## src/rtl/cpu_ctrl_pkg.sv

```systemverilog
// Shared opcode, state, select encodings and the control-word bundle
// for the multicycle CPU sequencer.
package cpu_ctrl_pkg;

    localparam int unsigned OP_W    = 6;
    localparam int unsigned STATE_W = 4;
    localparam int unsigned SEL_W   = 2;

    localparam logic [OP_W-1:0] OP_RTYPE = 6'b000000;
    localparam logic [OP_W-1:0] OP_LW    = 6'b100011;
    localparam logic [OP_W-1:0] OP_SW    = 6'b101011;
    localparam logic [OP_W-1:0] OP_ADDI  = 6'b001000;
    localparam logic [OP_W-1:0] OP_BEQ   = 6'b000100;
    localparam logic [OP_W-1:0] OP_J     = 6'b000010;
    localparam logic [OP_W-1:0] OP_HALT  = 6'b111111;

    typedef enum logic [STATE_W-1:0] {
        S_FETCH  = 4'd0,
        S_DECODE = 4'd1,
        S_MEMADR = 4'd2,
        S_MEMRD  = 4'd3,
        S_MEMWB  = 4'd4,
        S_MEMWR  = 4'd5,
        S_RTEXE  = 4'd6,
        S_RTWB   = 4'd7,
        S_ITEXE  = 4'd8,
        S_ITWB   = 4'd9,
        S_BRANCH = 4'd10,
        S_JUMP   = 4'd11,
        S_HALT   = 4'd12
    } state_t;

    localparam logic [SEL_W-1:0] ALU_ADD   = 2'd0;
    localparam logic [SEL_W-1:0] ALU_SUB   = 2'd1;
    localparam logic [SEL_W-1:0] ALU_FUNCT = 2'd2;

    localparam logic [SEL_W-1:0] SRCB_REG    = 2'd0;
    localparam logic [SEL_W-1:0] SRCB_FOUR   = 2'd1;
    localparam logic [SEL_W-1:0] SRCB_IMM    = 2'd2;
    localparam logic [SEL_W-1:0] SRCB_IMM_SH = 2'd3;

    localparam logic [SEL_W-1:0] PCSRC_ALU    = 2'd0;
    localparam logic [SEL_W-1:0] PCSRC_ALUOUT = 2'd1;
    localparam logic [SEL_W-1:0] PCSRC_JUMP   = 2'd2;

    typedef struct packed {
        logic             ir_write;
        logic             pc_en;
        logic [SEL_W-1:0] pc_src;
        logic             mem_read;
        logic             mem_write;
        logic             i_or_d;
        logic             alu_src_a;
        logic [SEL_W-1:0] alu_src_b;
        logic [SEL_W-1:0] alu_op;
        logic             reg_dst;
        logic             mem_to_reg;
        logic             reg_write;
        logic             halted;
        logic             illegal_op;
    } ctrl_t;

    function automatic logic op_known(input logic [OP_W-1:0] op);
        return (op == OP_RTYPE) || (op == OP_LW) || (op == OP_SW) ||
               (op == OP_ADDI) || (op == OP_BEQ) || (op == OP_J) ||
               (op == OP_HALT);
    endfunction

endpackage

```

## src/rtl/ctrl_output_decode.sv

```systemverilog
// Combinational control word for the current sequencer state; only the
// fetch strobes, branch PC enable and illegal flag look past the state.
module ctrl_output_decode
    import cpu_ctrl_pkg::*;
(
    input  state_t          state,
    input  logic            mem_ready,
    input  logic            zero,
    input  logic [OP_W-1:0] opcode,
    output ctrl_t           ctrl
);

    always_comb begin
        ctrl = '0;
        case (state)
            S_FETCH: begin
                ctrl.mem_read  = 1'b1;
                ctrl.alu_src_b = SRCB_FOUR;
                ctrl.ir_write  = mem_ready;
                ctrl.pc_en     = mem_ready;
            end
            S_DECODE: begin
                ctrl.alu_src_b  = SRCB_IMM_SH;
                ctrl.illegal_op = ~op_known(opcode);
            end
            S_MEMADR, S_ITEXE: begin
                ctrl.alu_src_a = 1'b1;
                ctrl.alu_src_b = SRCB_IMM;
            end
            S_MEMRD: begin
                ctrl.mem_read = 1'b1;
                ctrl.i_or_d   = 1'b1;
            end
            S_MEMWB: begin
                ctrl.reg_write  = 1'b1;
                ctrl.mem_to_reg = 1'b1;
            end
            S_MEMWR: begin
                ctrl.mem_write = 1'b1;
                ctrl.i_or_d    = 1'b1;
            end
            S_RTEXE: begin
                ctrl.alu_src_a = 1'b1;
                ctrl.alu_src_b = SRCB_REG;
                ctrl.alu_op    = ALU_FUNCT;
            end
            S_RTWB: begin
                ctrl.reg_write = 1'b1;
                ctrl.reg_dst   = 1'b1;
            end
            S_ITWB: begin
                ctrl.reg_write = 1'b1;
            end
            S_BRANCH: begin
                ctrl.alu_src_a = 1'b1;
                ctrl.alu_src_b = SRCB_REG;
                ctrl.alu_op    = ALU_SUB;
                ctrl.pc_src    = PCSRC_ALUOUT;
                ctrl.pc_en     = zero;
            end
            S_JUMP: begin
                ctrl.pc_src = PCSRC_JUMP;
                ctrl.pc_en  = 1'b1;
            end
            S_HALT: begin
                ctrl.halted = 1'b1;
            end
            default: ctrl = '0;
        endcase
    end

endmodule

```

## src/rtl/multicycle_control.sv

```systemverilog
// Multicycle CPU sequencer: state register, next-state logic and the
// wrapping retired-instruction counter around the output decoder.
module multicycle_control
    import cpu_ctrl_pkg::*;
#(
    parameter int unsigned CNT_W = 16
) (
    input  logic             clk,
    input  logic             rst_n,
    input  logic [OP_W-1:0]  opcode,
    input  logic             zero,
    input  logic             mem_ready,
    output logic             ir_write,
    output logic             pc_en,
    output logic [1:0]       pc_src,
    output logic             mem_read,
    output logic             mem_write,
    output logic             i_or_d,
    output logic             alu_src_a,
    output logic [1:0]       alu_src_b,
    output logic [1:0]       alu_op,
    output logic             reg_dst,
    output logic             mem_to_reg,
    output logic             reg_write,
    output logic             halted,
    output logic             illegal_op,
    output logic [CNT_W-1:0] instr_count
);

    state_t state_q;
    state_t state_d;
    logic   retire;
    ctrl_t  ctrl_raw;
    ctrl_t  ctrl;

    always_ff @(posedge clk or negedge rst_n) begin
        if (!rst_n) begin
            state_q <= S_FETCH;
        end else begin
            state_q <= state_d;
        end
    end

    // Next state; retire marks the cycle an instruction completes
    always_comb begin
        state_d = state_q;
        retire  = 1'b0;
        case (state_q)
            S_FETCH: begin
                if (mem_ready) state_d = S_DECODE;
            end
            S_DECODE: begin
                case (opcode)
                    OP_RTYPE:     state_d = S_RTEXE;
                    OP_LW, OP_SW: state_d = S_MEMADR;
                    OP_ADDI:      state_d = S_ITEXE;
                    OP_BEQ:       state_d = S_BRANCH;
                    OP_J:         state_d = S_JUMP;
                    OP_HALT: begin
                        state_d = S_HALT;
                        retire  = 1'b1;
                    end
                    default:      state_d = S_FETCH;
                endcase
            end
            S_MEMADR: state_d = (opcode == OP_LW) ? S_MEMRD : S_MEMWR;
            S_MEMRD: begin
                if (mem_ready) state_d = S_MEMWB;
            end
            S_MEMWR: begin
                if (mem_ready) begin
                    state_d = S_FETCH;
                    retire  = 1'b1;
                end
            end
            S_RTEXE: state_d = S_RTWB;
            S_ITEXE: state_d = S_ITWB;
            S_MEMWB, S_RTWB, S_ITWB, S_BRANCH, S_JUMP: begin
                state_d = S_FETCH;
                retire  = 1'b1;
            end
            S_HALT:  state_d = S_HALT;
            default: state_d = S_FETCH;
        endcase
    end

    always_ff @(posedge clk or negedge rst_n) begin
        if (!rst_n) begin
            instr_count <= '0;
        end else if (retire) begin
            instr_count <= instr_count + CNT_W'(1);
        end
    end

    ctrl_output_decode u_decode (
        .state     (state_q),
        .mem_ready (mem_ready),
        .zero      (zero),
        .opcode    (opcode),
        .ctrl      (ctrl_raw)
    );

    // Reset state is FETCH, so strobes must be masked while reset is held
    assign ctrl = rst_n ? ctrl_raw : '0;

    assign ir_write   = ctrl.ir_write;
    assign pc_en      = ctrl.pc_en;
    assign pc_src     = ctrl.pc_src;
    assign mem_read   = ctrl.mem_read;
    assign mem_write  = ctrl.mem_write;
    assign i_or_d     = ctrl.i_or_d;
    assign alu_src_a  = ctrl.alu_src_a;
    assign alu_src_b  = ctrl.alu_src_b;
    assign alu_op     = ctrl.alu_op;
    assign reg_dst    = ctrl.reg_dst;
    assign mem_to_reg = ctrl.mem_to_reg;
    assign reg_write  = ctrl.reg_write;
    assign halted     = ctrl.halted;
    assign illegal_op = ctrl.illegal_op;

endmodule

```

## config.mk

```make
export PLATFORM = sky130hd
export DESIGN_NAME = multicycle_control
export DESIGN_NICKNAME = d
export VERILOG_FILES = /design/src/rtl/cpu_ctrl_pkg.sv /design/src/rtl/ctrl_output_decode.sv /design/src/rtl/multicycle_control.sv
export SDC_FILE = /design/constraint.sdc
export NUM_CORES = 1
export LEC_CHECK = 0
export BUFFER_PORTS_ARGS = -buffer_cell sky130_fd_sc_hd__buf_2
export CELL_PAD_IN_SITES_DETAIL_PLACEMENT = 2
export CELL_PAD_IN_SITES_GLOBAL_PLACEMENT = 2
export CORE_MARGIN = 5
export CORE_UTILIZATION = 29
export DETAILED_ROUTE_END_ITERATION = 8
export PLACE_DENSITY_LB_ADDON = 0.2
export SYNTH_ARGS = -nofsm -noshare
export SYNTH_HDL_FRONTEND = slang
export SYNTH_SLANG_ARGS = --single-unit
```

## constraint.sdc

```tcl
create_clock -name clk -period 2 [get_ports clk]
set_input_delay 0.3 -clock clk [delete_from_list [all_inputs] [get_ports clk]]
set_output_delay 0.3 -clock clk [all_outputs]
set_load 0.03 [all_outputs]
```

# == After elaboration in Yosys (flattened, before gate mapping) ==
# Cells that the tools add are included.
# totals
reg_bits,20
output_inout_bits,33
wordCells,65
# classes
add_sub_neg,1
eq_ne,21
muxes,24
bitwise,1
reduce_logical,16
# ops
cell,n
4-bit case mux with 8 select lines,1
4-bit case mux with 6 select lines,1
4-bit equality test (second input constant),5
6-bit equality test (second input constant),3
17-bit 2-to-1 mux,1
16-bit by 1-bit adder with 16-bit output (second input constant),1
4-bit by 3-bit equality test with 1-bit output (second input constant),4
1-bit 2-to-1 mux,12
4-bit 2-to-1 mux,3
4-bit by 2-bit equality test with 1-bit output (second input constant),2
2-bit case mux with 2 select lines,2
2-bit OR reduction,4
6-bit by 2-bit equality test with 1-bit output (second input constant),1
6-bit by 3-bit equality test with 1-bit output (second input constant),1
6-bit by 4-bit equality test with 1-bit output (second input constant),1
6-bit logical NOT,1
1-bit logical OR,6
2-bit inequality test (second input constant),3
1-bit case mux with 3 select lines,2
2-bit case mux with 3 select lines,1
5-bit OR reduction,1
4-bit by 1-bit equality test with 1-bit output (second input constant),1
4-bit logical NOT,1
4-bit OR reduction,1
other kinds (4),4

# == Longest topological paths before layout ==
# Gate-level depths: netlist (run 1).
# logic_depth
depth_word,10
ltp_mapped,6

# == Modules after synthesis ==
# Synthesis (run 1) repeated with hierarchy kept, for this count alone.
# hier_totals
hier_cells,168
hier_area_um2,1508.9
# by_module_without_submodules
module,n_inst,cells_each,area_per_inst_um2
multicycle_control,1,128,1277.5
ctrl_output_decode,1,40,231.5

# == Worst setup path before layout (run 1) ==
# Ideal clock, no wire load.
# synth_path
kind,reg2out
startpoint,register state_q[1]
endpoint,output illegal_op
arrival_time_ns,1.672
required_ns,1.700
setup_slack_ns,0.028
stages_incl_launch_ff,5
n_path_buf,0
path_cell_list,dfrtp_1 > nand2b_1 > nor3_1 > nand2_1 > a211oi_1
# synth_via
elab_chain_cells,3
# synth_lines
item,line,text
"start, declared",multicycle_control.sv:30,state_t state_q;
"start signal, assigned",multicycle_control.sv:40,state_q <= state_d;
4-bit by 1-bit equality test with 1-bit output,ctrl_output_decode.sv:15,case (state)
1-bit 2-to-1 mux,ctrl_output_decode.sv:15,
17-bit 2-to-1 mux,multicycle_control.sv:104,assign ctrl = rst_n ? ctrl_raw : '0;
"end, declared",multicycle_control.sv:26,"output logic illegal_op,"
# Every way passes these cells.

# == Final worst setup path (run 1) ==
# layout_path
startpoint,register state_q[1]
endpoint,output pc_en
# layout_via
elab_chain_cells,3
# layout_lines
item,line,text
4-bit equality test / 4-bit logical NOT (equally long branches),ctrl_output_decode.sv:15,
1-bit case mux with 3 select lines *,ctrl_output_decode.sv:15,
17-bit 2-to-1 mux *,multicycle_control.sv:104,
"end, declared",multicycle_control.sv:14,"output logic pc_en,"
# Every way passes the cells marked *; elsewhere a longest branch is shown, timed or not.

==> flow_metrics.env, run 1 <==
export IMPL_critical_path_endpoint_type="primary output"
export IMPL_fp_row_count=25
export IMPL_finalWorstSetupSlack_ns=0.0677
export IMPL_maxSlewViolCount=0
export IMPL_io_pin_count=43
export IMPL_synthFlopType="dfrtp_1"
export IMPL_netlist_instances=166
export IMPL_worst_hold_slack_ns=0.175
export IMPL_crit_required_ns=1.70
export IMPL_hold_viol=0
export IMPL_postLayoutCellArea_um2=1850
export IMPL_outcome="completed"
export IMPL_ys_seq_area_frac=0.349
export IMPL_finalPower_w=0.00147
export IMPL_synth_seq_cells=20
export IMPL_p_leak_nw=0.813
export IMPL_cts_setup_buffers=0
export IMPL_finalWeightedCongestion=0.829
export IMPL_grt_max_degree=17
export IMPL_fin_crit_sh=0.966
export IMPL_yosys_warnings=0
export IMPL_ctsLongestPathBuffers=2
export IMPL_holdCritPathClass="in -> async"
export IMPL_wirelength_mm=4.67
export IMPL_cap_violations=0
export IMPL_dr_first_iter_drc_count=51
export IMPL_n_antenna_cell=0
export IMPL_crit_path_start_kind="register"
export IMPL_ir_drop_mv=0.531
export IMPL_clk_insertion_delay_late_ns=0.25
export IMPL_dpl_worst_slack_ns=0.120
export IMPL_track_usage=0.152
export IMPL_avgSynthCellArea_um2=8.65
export IMPL_hpwl_mm=3.64
export IMPL_fill_cells=566
export IMPL_cts_buffers=3
export IMPL_period_needed_ns=1.93
export IMPL_ff_latch_area_um2=504
export IMPL_final_antenna_net_count=0
export IMPL_cp_max_fo=8
export IMPL_drc=0
export IMPL_async_reset_ff_frac=1.00
export IMPL_routed_via_density=5.12
export IMPL_grt_pass1_wl_mm=7.82
export IMPL_io_buffers=42
export IMPL_fp_coreArea_um2=4750
export IMPL_fin_skew_ns=0.000812
export IMPL_dieArea_um2=6460
export IMPL_antenna_found_initial=0
export IMPL_setup_viol=0
export IMPL_syn_area_um2=1440
export IMPL_die_height_um=80.3
export IMPL_drive_gt1_frac=0.351
export IMPL_multi_input_area_um2=887
export IMPL_synth_edf_count=0
export IMPL_rsz0062_at_grt="yes"
export IMPL_setup_worst_path_class="reg -> out"
export IMPL_fmaxAchievable_mhz=518
export IMPL_overflow=0
export IMPL_post_layout_nonfiller_instances=275
export IMPL_syn2layout_area_growth_pct=28.7
export IMPL_dieWidth_um=80.3
export IMPL_placed_area_um2=1740
export IMPL_ys_types=46
export IMPL_start_util=0.302
export IMPL_final_nets=220
export IMPL_first_pass_iters=2
export IMPL_powerDensity_nw_per_um2=795
export IMPL_clk_pin_slew_ns=0.07
export IMPL_clockRootBuffer="clkbuf_8"
export IMPL_cts_sinks=20
export IMPL_htreeDepth=1
export IMPL_cp_arrival_ns=1.63
export IMPL_first_global_vias=1547
export IMPL_slew_headroom=0.741
export IMPL_num_vias=1407
export IMPL_tritoncts="yes"
export IMPL_dp_cells=270
export IMPL_syn_nets=177
export IMPL_wl_per_cell_um=17.0
export IMPL_tightest_slew_ns=0.387
## critical path, stage by stage (launching register included)
cell	delay, ns
dfrtp_2	0.46
buf_4	0.18
nor2_2	0.15
nand2_1	0.09
o21ai_1	0.13
a32o_1	0.18
clkbuf_4	0.19
## Yosys cell counts, types with 4 or more instances
cell type | n | area, um2
nor2b_1 | 5 | 31.3
xnor2_1 | 16 | 140
clkbuf_1 | 8 | 30.0
nand2_1 | 14 | 52.6
o2111ai_1 | 4 | 35.0
o211ai_1 | 7 | 52.6
dfrtp_1 | 20 | 500
nor3_1 | 5 | 25.0
nand3_1 | 4 | 20.0
and3_1 | 5 | 31.3
nor2_1 | 19 | 71.3
and2_1 | 4 | 25.0
## cells by family after synthesis
logic type / after synthesis / synth area share
DFF: 20 / 0.349
xor gates and xnor gates: 17 / 0.104
AOI/OAI and AO/OA: 38 / 0.204
adders and majority gates: 1 / 0.00872
muxes: 2 / 0.0148
buffers and inverters: 17 / 0.0584
and+or+nand+nor: 71 / 0.262
## area by class of cell
type	count	share of cell area
Inverter	3	0.00610
Clock buffer	4	0.0298
Sequential cell	20	0.273
Tap cell	67	0.0454
Timing Repair Buffer	52	0.165
Multi-Input combinational cell	129	0.480
## report_power, final
part / internal, W / switching (W) / total [W]
Sequential: 0.000454 / 0.0000705 / 0.000525
Combinational: 0.000241 / 0.000399 / 0.000640
Clock: 0.000175 / 0.000129 / 0.000304
Total: 0.000870 / 0.000598 / 0.00147
## timing repair
action                                  in CTS  in global routing
pin swaps                                    0                  0
endpoints found under the setup margin       4                  5
gates resized for setup                      5                 11
hold buffers                                 1                  0
hold endpoints to repair                     4                  0
## state kept, by name, indices dropped and copies added (netlist names)
signal and flops:
instr_count 16, state_q 4
## worst paths after layout
kind,startpoint,end,slack [ns],depth (start not counted)
setup / recovery,state_q[1],pc_en,0.07,6
hold / removal,rst_n,instr_count[11],0.17,2
setup reg to reg,state_q[1],instr_count[1],0.11,4
hold reg to reg,instr_count[15],instr_count[15],0.47,1
max in group asynchronous,rst_n,state_q[3],1.22,2
min in group clk,instr_count[15],instr_count[15],0.47,1
## placed cells by master (no fill, tap or decap), types with 4 or more instances in the layout
cell type,count
o211ai_1,7
dfrtp_1,17
and2_1,4
and3_1,5
nor2_1,18
nand2_1,13
clkbuf_8,4
buf_2,40
xnor2_1,16
buf_4,8
o2111ai_1,4
nor3_1,4
nand3_1,4
## per-layer routing
metal,vias to the layer above,wire [um],GRT usage
li1,686,-,-
met1,692,2250,0.200
met2,27,2220,0.256
met3,2,178,0.0381
met4,0,19,0.0203
met5,-,0,0
## stage by stage
stage           util  TNS [ns]
2_1_floorplan      -         0
3_3_place_gp   0.365         0
3_5_place_dp   0.365         0
4_1_cts        0.382         0
5_1_grt        0.388    -0.101
6_report       0.388         0
(Power assumes the default switching activity.)
==> inputs of run 2 (changes only) <==
--- a/config.mk
+++ b/config.mk
@@ -5,12 +5,12 @@
 export SDC_FILE = /design/constraint.sdc
 export NUM_CORES = 1
 export LEC_CHECK = 0
-export BUFFER_PORTS_ARGS = -buffer_cell sky130_fd_sc_hd__buf_2
 export CELL_PAD_IN_SITES_DETAIL_PLACEMENT = 2
 export CELL_PAD_IN_SITES_GLOBAL_PLACEMENT = 2
 export CORE_MARGIN = 5
-export CORE_UTILIZATION = 29
+export CORE_UTILIZATION = 30
 export DETAILED_ROUTE_END_ITERATION = 8
+export DONT_BUFFER_PORTS = 1
 export PLACE_DENSITY_LB_ADDON = 0.2
 export SYNTH_ARGS = -nofsm -noshare
 export SYNTH_HDL_FRONTEND = slang
==> flow_metrics.env, run 2 (synthesized netlist as in run 1, its figures left out) <==
export IMPL_setup_worst_path_class="reg -> out"
export IMPL_cp_arrival_ns=1.60
export IMPL_outcome="completed"
export IMPL_wl_per_cell_um=18.9
export IMPL_dieWidth_um=79.2
export IMPL_hold_viol=0
export IMPL_fmaxAchievable_mhz=527
export IMPL_ir_drop_mv=0.509
export IMPL_grt_pass1_wl_mm=7.56
export IMPL_syn2layout_area_growth_pct=22.4
export IMPL_largest_registers="instr_count (16), state_q (4)"
export IMPL_fp_row_count=25
export IMPL_num_vias=1345
export IMPL_slew_headroom=0.348
export IMPL_switching_share=0.408
export IMPL_fp_coreArea_um2=4690
export IMPL_start_util=0.306
export IMPL_pwr_share_clk=0.221
export IMPL_fill_cells=545
export IMPL_clk_pin_slew_ns=0.08
export IMPL_final_core_util=0.374
export IMPL_whs_path_depth=3
export IMPL_critical_path_endpoint_type="primary output"
export IMPL_powerDensity_nw_per_um2=823
export IMPL_post_layout_nonfiller_instances=240
export IMPL_setup_viol=0
export IMPL_crit_required_ns=1.70
export IMPL_drc=0
export IMPL_io_pin_count=43
export IMPL_first_pass_iters=4
export IMPL_ctsLongestPathBuffers=2
export IMPL_n_antenna_cell=0
export IMPL_track_usage=0.151
export IMPL_maxSlewViolCount=0
export IMPL_dpl_worst_slack_ns=0.175
export IMPL_htreeDepth=1
export IMPL_largest_reg_flops=16
export IMPL_drive_gt1_frac=0.280
export IMPL_hp_start="opcode[3]"
export IMPL_finalWeightedCongestion=0.804
export IMPL_r2r_cells=5
export IMPL_finalPower_w=0.00144
export IMPL_r2r_start="state_q[0]"
export IMPL_clockRootBuffer="clkbuf_8"
export IMPL_overflow=0
export IMPL_period_needed_ns=1.90
export IMPL_placed_area_um2=1640
export IMPL_crit_path_start_kind="register"
export IMPL_holdCritPathClass="in -> reg"
export IMPL_fin_skew_ns=0.00522
export IMPL_cp_max_fo=7
export IMPL_largest_register="instr_count"
export IMPL_finalWorstSetupSlack_ns=0.101
export IMPL_io_buffers=0
export IMPL_final_nets=198
export IMPL_cts_sinks=20
export IMPL_p_sw_w=0.000589
export IMPL_first_global_vias=1426
export IMPL_multi_input_area_um2=892
export IMPL_final_common_cell="buf_4"
export IMPL_cts_buffers=3
export IMPL_share_comb_of_total_power=0.377
export IMPL_tightest_slew_ns=0.974
export IMPL_ff_latch_area_um2=503
export IMPL_dieArea_um2=6270
export IMPL_crit_start="state_q[0]"
export IMPL_grt_max_degree=21
export IMPL_hpwl_mm=3.44
export IMPL_clk_insertion_delay_late_ns=0.26
export IMPL_p_leak_nw=0.709
export IMPL_tritoncts="yes"
export IMPL_final_cell_mix="buf_4, nor2_1, dfrtp_1"
export IMPL_die_height_um=79.2
export IMPL_p_seq_frac=0.402
export IMPL_antenna_found_initial=0
export IMPL_postLayoutCellArea_um2=1760
export IMPL_dp_cells=234
export IMPL_dr_first_iter_drc_count=19
export IMPL_final_antenna_net_count=0
export IMPL_routed_via_density=5.60
export IMPL_wirelength_mm=4.54
export IMPL_fin_crit_sh=0.949
export IMPL_p_int_w=0.000856
export IMPL_cap_violations=0
[run 2: cell count changes in the layout (fill, tap and decap cells not counted), sizes merged]
cell    change
buf        -20
clkbuf      -2
[run 2: area by class of cell]
type	count	area share
multi-input combinational	129	0.508
sequential	20	0.286
timing repair buffer	30	0.130
tap	54	0.0385
clock buffer	4	0.0313
inverter	3	0.00641
[run 2: stage by stage]
stage | TNS [ns] | hold slack, ns
after floorplan | 0 | 0.00441
after global placement | 0 | 0.00533
after detailed placement | 0 | 0.00537
after CTS | -0.0115 | 0.282
after global routing | -0.0118 | 0.288
final | 0 | 0.283
[run 2: worst max-delay path, cell delays in order, from the launching register on]
cell      delay (ns)
dfrtp_1         0.40
buf_4           0.17
nand2b_2        0.22
and2_4          0.16
o21ai_1         0.12
and3_4          0.25
[run 2: power groups by stage]
stage / Clock [W] / Sequential, W / Combinational, W
2_1_floorplan: 0 / 0.000571 / 0.000359
3_3_place_gp: 0 / 0.000582 / 0.000467
3_5_place_dp: 0 / 0.000586 / 0.000485
4_1_cts: 0.000337 / 0.000581 / 0.000510
5_1_grt: 0.000352 / 0.000594 / 0.000597
6_report: 0.000319 / 0.000581 / 0.000544
[run 2: timing repair]
action | 4_1_cts | 5_1_grt
pin swaps | 0 | 2
hold endpoints to repair | 20 | 0
setup buffers | 0 | 1
cloned | 0 | 0
hold buffers | 1 | 0
endpoints found under the setup margin | 2 | 6
gates resized for setup | 4 | 12
[run 2: worst paths after layout]
path / to / slack [ns]
max: alu_src_b[1] / 0.10
min: state_q[2] / 0.28
max reg2reg: instr_count[1] / 0.15
min reg2reg: state_q[3] / 0.63
max in group asynchronous: state_q[2] / 0.70
min in group asynchronous: instr_count[10] / 0.64
[run 2: layer usage]
layer | track usage | up-vias | part of all wire
met4 | 0.0378 | 0 | 0.0090
met5 | 0 | - | 0
met2 | 0.244 | 30 | 0.48
met1 | 0.197 | 668 | 0.46
met3 | 0.0420 | 4 | 0.052
li1 | - | 643 | -
